`src/rtl/ahb2apb_bridge_p.sv`:
```
// AHB-to-APB bridge: one AHB slave port fanned out to NUM_SLAVES APB slaves.
// HADDR[SEL_LSB+:4] selects the APB slave; every bus-facing output is registered.
module ahb2apb_bridge_p #(
   parameter int NUM_SLAVES = 3,
   parameter int ADDR_W     = 32,
   parameter int SEL_LSB    = 12,
   parameter int TIMEOUT    = 256
) (
   input  logic                     HCLK,
   input  logic                     HRESETn,
   input  logic                     HSEL,
   input  logic [ADDR_W-1:0]        HADDR,
   input  logic [1:0]               HTRANS,
   input  logic                     HWRITE,
   input  logic [2:0]               HSIZE,
   input  logic [31:0]              HWDATA,
   input  logic                     HREADYin,
   output logic [31:0]              HRDATA,
   output logic                     HREADYout,
   output logic [1:0]               HRESP,
   output logic [ADDR_W-1:0]        PADDR,
   output logic [31:0]              PWDATA,
   output logic [3:0]               PSTRB,
   output logic                     PWRITE,
   output logic [NUM_SLAVES-1:0]    PSEL,
   output logic                     PENABLE,
   input  logic [NUM_SLAVES*32-1:0] PRDATA,
   input  logic [NUM_SLAVES-1:0]    PREADY,
   input  logic [NUM_SLAVES-1:0]    PSLVERR
);

   localparam int CNT_W = (TIMEOUT > 2) ? $clog2(TIMEOUT) : 1;
   localparam logic [CNT_W-1:0] CNT_LAST = CNT_W'((TIMEOUT > 0) ? TIMEOUT - 1 : 0);
   localparam logic [1:0] RESP_OKAY = 2'b00;
   localparam logic [1:0] RESP_ERR  = 2'b01;

   typedef enum logic [2:0] {
      StIdle, StWdata, StSetup, StAccess, StDone, StErr1, StErr2
   } state_e;

   state_e                r_state;
   logic [ADDR_W-1:0]     r_addr;
   logic [2:0]            r_size;
   logic [NUM_SLAVES-1:0] r_sel;
   logic [CNT_W-1:0]      r_cnt;
   logic [31:0]           r_hrdata;
   logic                  r_hready;
   logic [1:0]            r_hresp;
   logic [ADDR_W-1:0]     r_paddr;
   logic [31:0]           r_pwdata;
   logic [3:0]            r_pstrb;
   logic                  r_pwrite;
   logic [NUM_SLAVES-1:0] r_psel;
   logic                  r_penable;

   logic [3:0]            w_idx;
   logic [NUM_SLAVES-1:0] w_sel_dec;
   logic [31:0]           w_prdata;
   logic                  w_oor;
   logic                  w_accept;
   logic                  w_ready;
   logic                  w_slverr;
   logic                  w_unused;

   assign w_idx    = HADDR[SEL_LSB +: 4];
   assign w_oor    = ~|w_sel_dec;
   assign w_accept = HSEL & HTRANS[1] & HREADYin & r_hready;
   assign w_ready  = |(PREADY & r_sel);
   assign w_slverr = |(PSLVERR & r_sel);
   assign w_unused = HTRANS[0];

   // Slave decode and read-data mux; an out-of-range index decodes to all zeros.
   always_comb begin
      w_sel_dec = '0;
      w_prdata  = '0;
      for (int i = 0; i < NUM_SLAVES; i++) begin
         w_sel_dec[i] = (w_idx == 4'(i));
         w_prdata     = w_prdata | (PRDATA[32*i +: 32] & {32{r_sel[i]}});
      end
   end

   function automatic logic [3:0] write_strb(input logic [2:0] size, input logic [1:0] a);
      if (size == 3'd0) return 4'b0001 << a;
      if (size == 3'd1) return 4'b0011 << {a[1], 1'b0};
      return 4'b1111;
   endfunction

   always_ff @(posedge HCLK or negedge HRESETn) begin
      if (!HRESETn) begin
         r_state   <= StIdle;
         r_addr    <= '0;
         r_size    <= '0;
         r_sel     <= '0;
         r_cnt     <= '0;
         r_hrdata  <= '0;
         r_hready  <= 1'b1;
         r_hresp   <= RESP_OKAY;
         r_paddr   <= '0;
         r_pwdata  <= '0;
         r_pstrb   <= '0;
         r_pwrite  <= 1'b0;
         r_psel    <= '0;
         r_penable <= 1'b0;
      end else begin
         case (r_state)
            StIdle, StDone, StErr2: begin
               r_hresp <= RESP_OKAY;
               if (w_accept) begin
                  r_addr   <= HADDR;
                  r_size   <= HSIZE;
                  r_sel    <= w_sel_dec;
                  r_hready <= 1'b0;
                  if (w_oor) begin
                     r_state <= StErr1;
                     r_hresp <= RESP_ERR;
                  end else if (HWRITE) begin
                     r_state <= StWdata;
                  end else begin
                     // Reads skip WDATA, so SETUP outputs come straight from the bus.
                     r_state  <= StSetup;
                     r_paddr  <= HADDR;
                     r_pwrite <= 1'b0;
                     r_pstrb  <= 4'b0000;
                     r_psel   <= w_sel_dec;
                  end
               end else begin
                  r_state  <= StIdle;
                  r_hready <= 1'b1;
               end
            end
            StWdata: begin
               r_state  <= StSetup;
               r_pwdata <= HWDATA;
               r_paddr  <= r_addr;
               r_pwrite <= 1'b1;
               r_pstrb  <= write_strb(r_size, r_addr[1:0]);
               r_psel   <= r_sel;
            end
            StSetup: begin
               r_state   <= StAccess;
               r_penable <= 1'b1;
               r_cnt     <= '0;
            end
            StAccess: begin
               if (w_ready) begin
                  r_psel    <= '0;
                  r_penable <= 1'b0;
                  if (w_slverr) begin
                     r_state <= StErr1;
                     r_hresp <= RESP_ERR;
                  end else begin
                     r_state  <= StDone;
                     r_hready <= 1'b1;
                     if (!r_pwrite) r_hrdata <= w_prdata;
                  end
               end else if (TIMEOUT != 0 && r_cnt == CNT_LAST) begin
                  r_state   <= StErr1;
                  r_hresp   <= RESP_ERR;
                  r_psel    <= '0;
                  r_penable <= 1'b0;
               end else begin
                  r_cnt <= r_cnt + 1'b1;
               end
            end
            StErr1: begin
               r_state  <= StErr2;
               r_hready <= 1'b1;
            end
            default: begin
               r_state  <= StIdle;
               r_hready <= 1'b1;
               r_hresp  <= RESP_OKAY;
            end
         endcase
      end
   end

   assign HRDATA    = r_hrdata;
   assign HREADYout = r_hready;
   assign HRESP     = r_hresp;
   assign PADDR     = r_paddr;
   assign PWDATA    = r_pwdata;
   assign PSTRB     = r_pstrb;
   assign PWRITE    = r_pwrite;
   assign PSEL      = r_psel;
   assign PENABLE   = r_penable;

endmodule

```
`config.mk`:
```
export PLATFORM = sky130hd
export DESIGN_NAME = ahb2apb_bridge_p
export DESIGN_NICKNAME = d
export VERILOG_FILES = /design/src/rtl/ahb2apb_bridge_p.sv
export SDC_FILE = /design/constraint.sdc
export NUM_CORES = 1
export LEC_CHECK = 0
export BUFFER_PORTS_ARGS = -buffer_cell sky130_fd_sc_hd__buf_2
export CAP_MARGIN = 40
export CELL_PAD_IN_SITES_DETAIL_PLACEMENT = 2
export CELL_PAD_IN_SITES_GLOBAL_PLACEMENT = 2
export CORE_UTILIZATION = 31
export CTS_CLUSTER_DIAMETER = 100
export DETAILED_ROUTE_END_ITERATION = 10
export GPL_TIMING_DRIVEN = 0
export PLACE_DENSITY_LB_ADDON = 0.25
export SLEW_MARGIN = 20
export SYNTH_ARGS = -nofsm -noshare
export SYNTH_HDL_FRONTEND = slang
export SYNTH_SLANG_ARGS = --single-unit
```
`constraint.sdc`:
```
create_clock -name HCLK -period 2.5 [get_ports HCLK]
set_clock_uncertainty 0.2 [all_clocks]
set_input_delay 0.5 -clock HCLK [delete_from_list [all_inputs] [get_ports HCLK]]
set_output_delay 0.5 -clock HCLK [all_outputs]
set_load 0.01 [all_outputs]
```
==> results.yml <==
critical_path:
  critical-path-max-stage-delay_ps: 360
  required_ps: 2610
  crit_start: "r_state[0]$_DFFE_PN0P_"
  r2r-start: "r_state[0]$_DFFE_PN0P_"
  worstSetupPathType: "reg -> reg"
  critPathMaxFanout: 10
  slowest_stage: "mux2_2"
  path_cells: "clkbuf_2 -> nor2b_2 -> nor2b_1 -> buf_2 -> clkbuf_4 -> mux2_2 -> mux2_4"
  arrival_ps: 2480
  critPathCaptureType: "flop"
  cp-start-kind: "flop"
drt:
  vias: 5832
  ant_nets: 0
  via_per_inst: 5.11
  drc: 0
  routed_wl_mm: 23.7
  firstDrtPassIters: 4
  detail_route.iter0.violations: 392
  drt-wirelength-per-cell_um: 20.8
global_routing:
  grt_overflow: 0
  grt_pass1_wl_mm: 37.4
  first_global_vias: 6602
  grt_start_max_net_pins: 82
  grt_antenna_before_repair: 3
  track_usage_pct: 20.7
timing:
  max_freq_ghz: 0.422
  fin_crit_sh_pct: 94.8
  worst_slack_ps: 130
  setup_violations: 0
  worst_pin_slew_ps: 616
  slew_headroom_pct: 58.9
  layout_min_cycle_time_ps: 2370
  hold_viol: 0
  slew_violations: 0
  fin_hold_ws_ps: 104
pwr:
  powerDensity_nw_per_um2: 1370
  max-vdd-ir-drop_v: 0.000583
  p_total_w: 0.0130
  p_leak_nw: 4.58
logic_synthesis:
  synthDistinctLibCells: 49
  synth.ff_latch_count: 156
  syn_inst: 544
  avgSynthCellArea_sq_um: 13.0
  yosys.area.top_type: "dfrtp_1"
  synthTopCellsByArea: "dfrtp_1 (55%), mux2_2 (17%), mux2_4 (4.9%)"
  ys_warn_count: 0
  synth_area_sq_um: 7060
  synth_nets: 721
  synth_top_area_share_pct: 54.9
  synth_seq_area_share_pct: 55.3
place:
  port_buffers: 279
  dp_hpwl_mm: 17.9
  dp_slack_ps: -118
  post_dp_cell_area_sq_um: 8850
  place.gp.congestion: 0.896
floorplanning:
  core_sq_um: 22100
  num_io_pins: 284
  start_util_pct: 32.0
  rows: 54
  die_area_sq_um: 23400
  die_x_um: 153
  fp.dieH_um: 153
final_layout:
  layout_common_cells: "buf_2 (291), dfrtp_1 (155), mux2_2 (105), nor2_1 (42)"
  final_util_pct: 43.1
  drive_gt1_share_pct: 55.8
  final_common_cell: "buf_2"
  area_growth_pct: 34.6
  fin_nets: 1024
  final_area_sq_um: 9510
clock_tree:
  insertion_delay_ps: 430
  root_buffer: "clkbuf_16"
  cts.sinks: 156
  cts_tree: "built"
  htree_levels: 4
  clock_path_buffers: 2
  clk_pin_slew_ps: 60
  cts_buffers: 17
worst_hold_path:
  hp-start: "HWDATA[30]"
  hold_class: "in -> reg"
job:
  drv_cap: 0
status:
  status: "finished, final reports clean"
## cells by family after synthesis
logic type | after synthesis | share of synthesized area [%]
buf+inv | 51 | 3.83
fa+ha+maj | 1 | 0.177
simple gates | 92 | 6.54
flops | 156 | 55.3
mux | 134 | 22.6
compound gates | 109 | 11.5
other cells | 1 | 0.0531
## cell usage after synthesis, drive strengths merged
cell / n
a222oi: 34
and2: 2
a21o: 1
a2111o: 1
nor4: 2
nand3b: 2
a21oi: 34
buf: 28
ha: 1
nor3b: 1
dfstp: 1
o311ai: 2
nand2: 8
a211o: 1
dfrtp: 155
inv: 6
o31ai: 2
o211ai: 2
nor2b: 4
nor3: 5
o21a: 1
o21ai: 14
nor4b: 2
clkbuf: 17
a22oi: 1
o22ai: 2
nand2b: 5
and3: 2
nor2: 42
a31oi: 1
o221ai: 1
mux2: 134
or3: 1
conb: 1
nand3: 8
nand4: 7
a311o: 1
o2111ai: 1
a22o: 10
and4: 1
## worst max-delay path: cells and delay by family (launching register included)
family | cells | cell delay [ps]
AND/OR/NAND/NOR | 2 | 390
multiplexers | 2 | 630
buffers and inverters | 3 | 700
flip-flops | 1 | 330
## flip-flops by register name, summed over array words and instances (netlist names), 3 cells and up
| register | cells |
|---|---|
| HRDATA | 32 |
| PADDR | 32 |
| PWDATA | 32 |
| r_addr | 32 |
| r_cnt | 8 |
| PSTRB | 4 |
| PSEL | 3 |
| r_sel | 3 |
| r_size | 3 |
| r_state | 3 |
## worst paths after layout
check	slack, ps	end	depth (start not counted)
hold / removal	100	PWDATA[30]$_DFFE_PN0P_	2
hold reg to reg	300	r_addr[9]$_DFFE_PN0P_	1
setup reg to reg	130	PADDR[25]$_DFFE_PN0P_	7
setup / recovery	130	PADDR[25]$_DFFE_PN0P_	7
min in group asynchronous	450	PWDATA[23]$_DFFE_PN0P_	2
max in group asynchronous	830	PADDR[25]$_DFFE_PN0P_	3
## area by class of cell
type	instances	area, sq um
plain buffers	43	250
multi-input cells	337	2910
clock inverters	14	158
well taps	280	350
diodes	2	5.00
clock buffers	18	429
flip-flops and latches	156	3910
inverters	6	22.5
repair buffers	286	1480
fillers	2311	12600
## where the power goes
part           switching, W  internal, W  total (W)
logic               0.00293      0.00291    0.00584
registers          0.000759      0.00379    0.00455
clock network       0.00114      0.00150    0.00263
## through the flow
stage | setup TNS (ps) | std cells
6_report | 0 | 1142
5_1_grt | -2.88 | 1141
4_1_cts | -0.857 | 1136
3_5_place_dp | -3410 | 1104
3_3_place_gp | -246030 | 1103
2_1_floorplan | 0 | 544
## repair_timing
item | in CTS | in global routing
hold buffers | 1 | 0
resized for setup | 2 | 7
buffers inserted | 1 | 4
hold endpoints to repair | 75 | 0
pin swaps | 1 | 3
gates cloned | 0 | 0
endpoints found under the setup margin | 54 | 97
## metal layers
metal / routed length (um) / share of wire [%] / vias to the layer above / track usage, %
met1: 9130 / 38 / 2926 / 22.6
met5: 17 / 0.072 / - / 0
met4: 346 / 1.5 / 2 / 6.20
met2: 12500 / 53 / 221 / 38.0
met3: 1720 / 7.2 / 26 / 6.66
li1: - / - / 2657 / -
(Power assumes the default switching activity.)
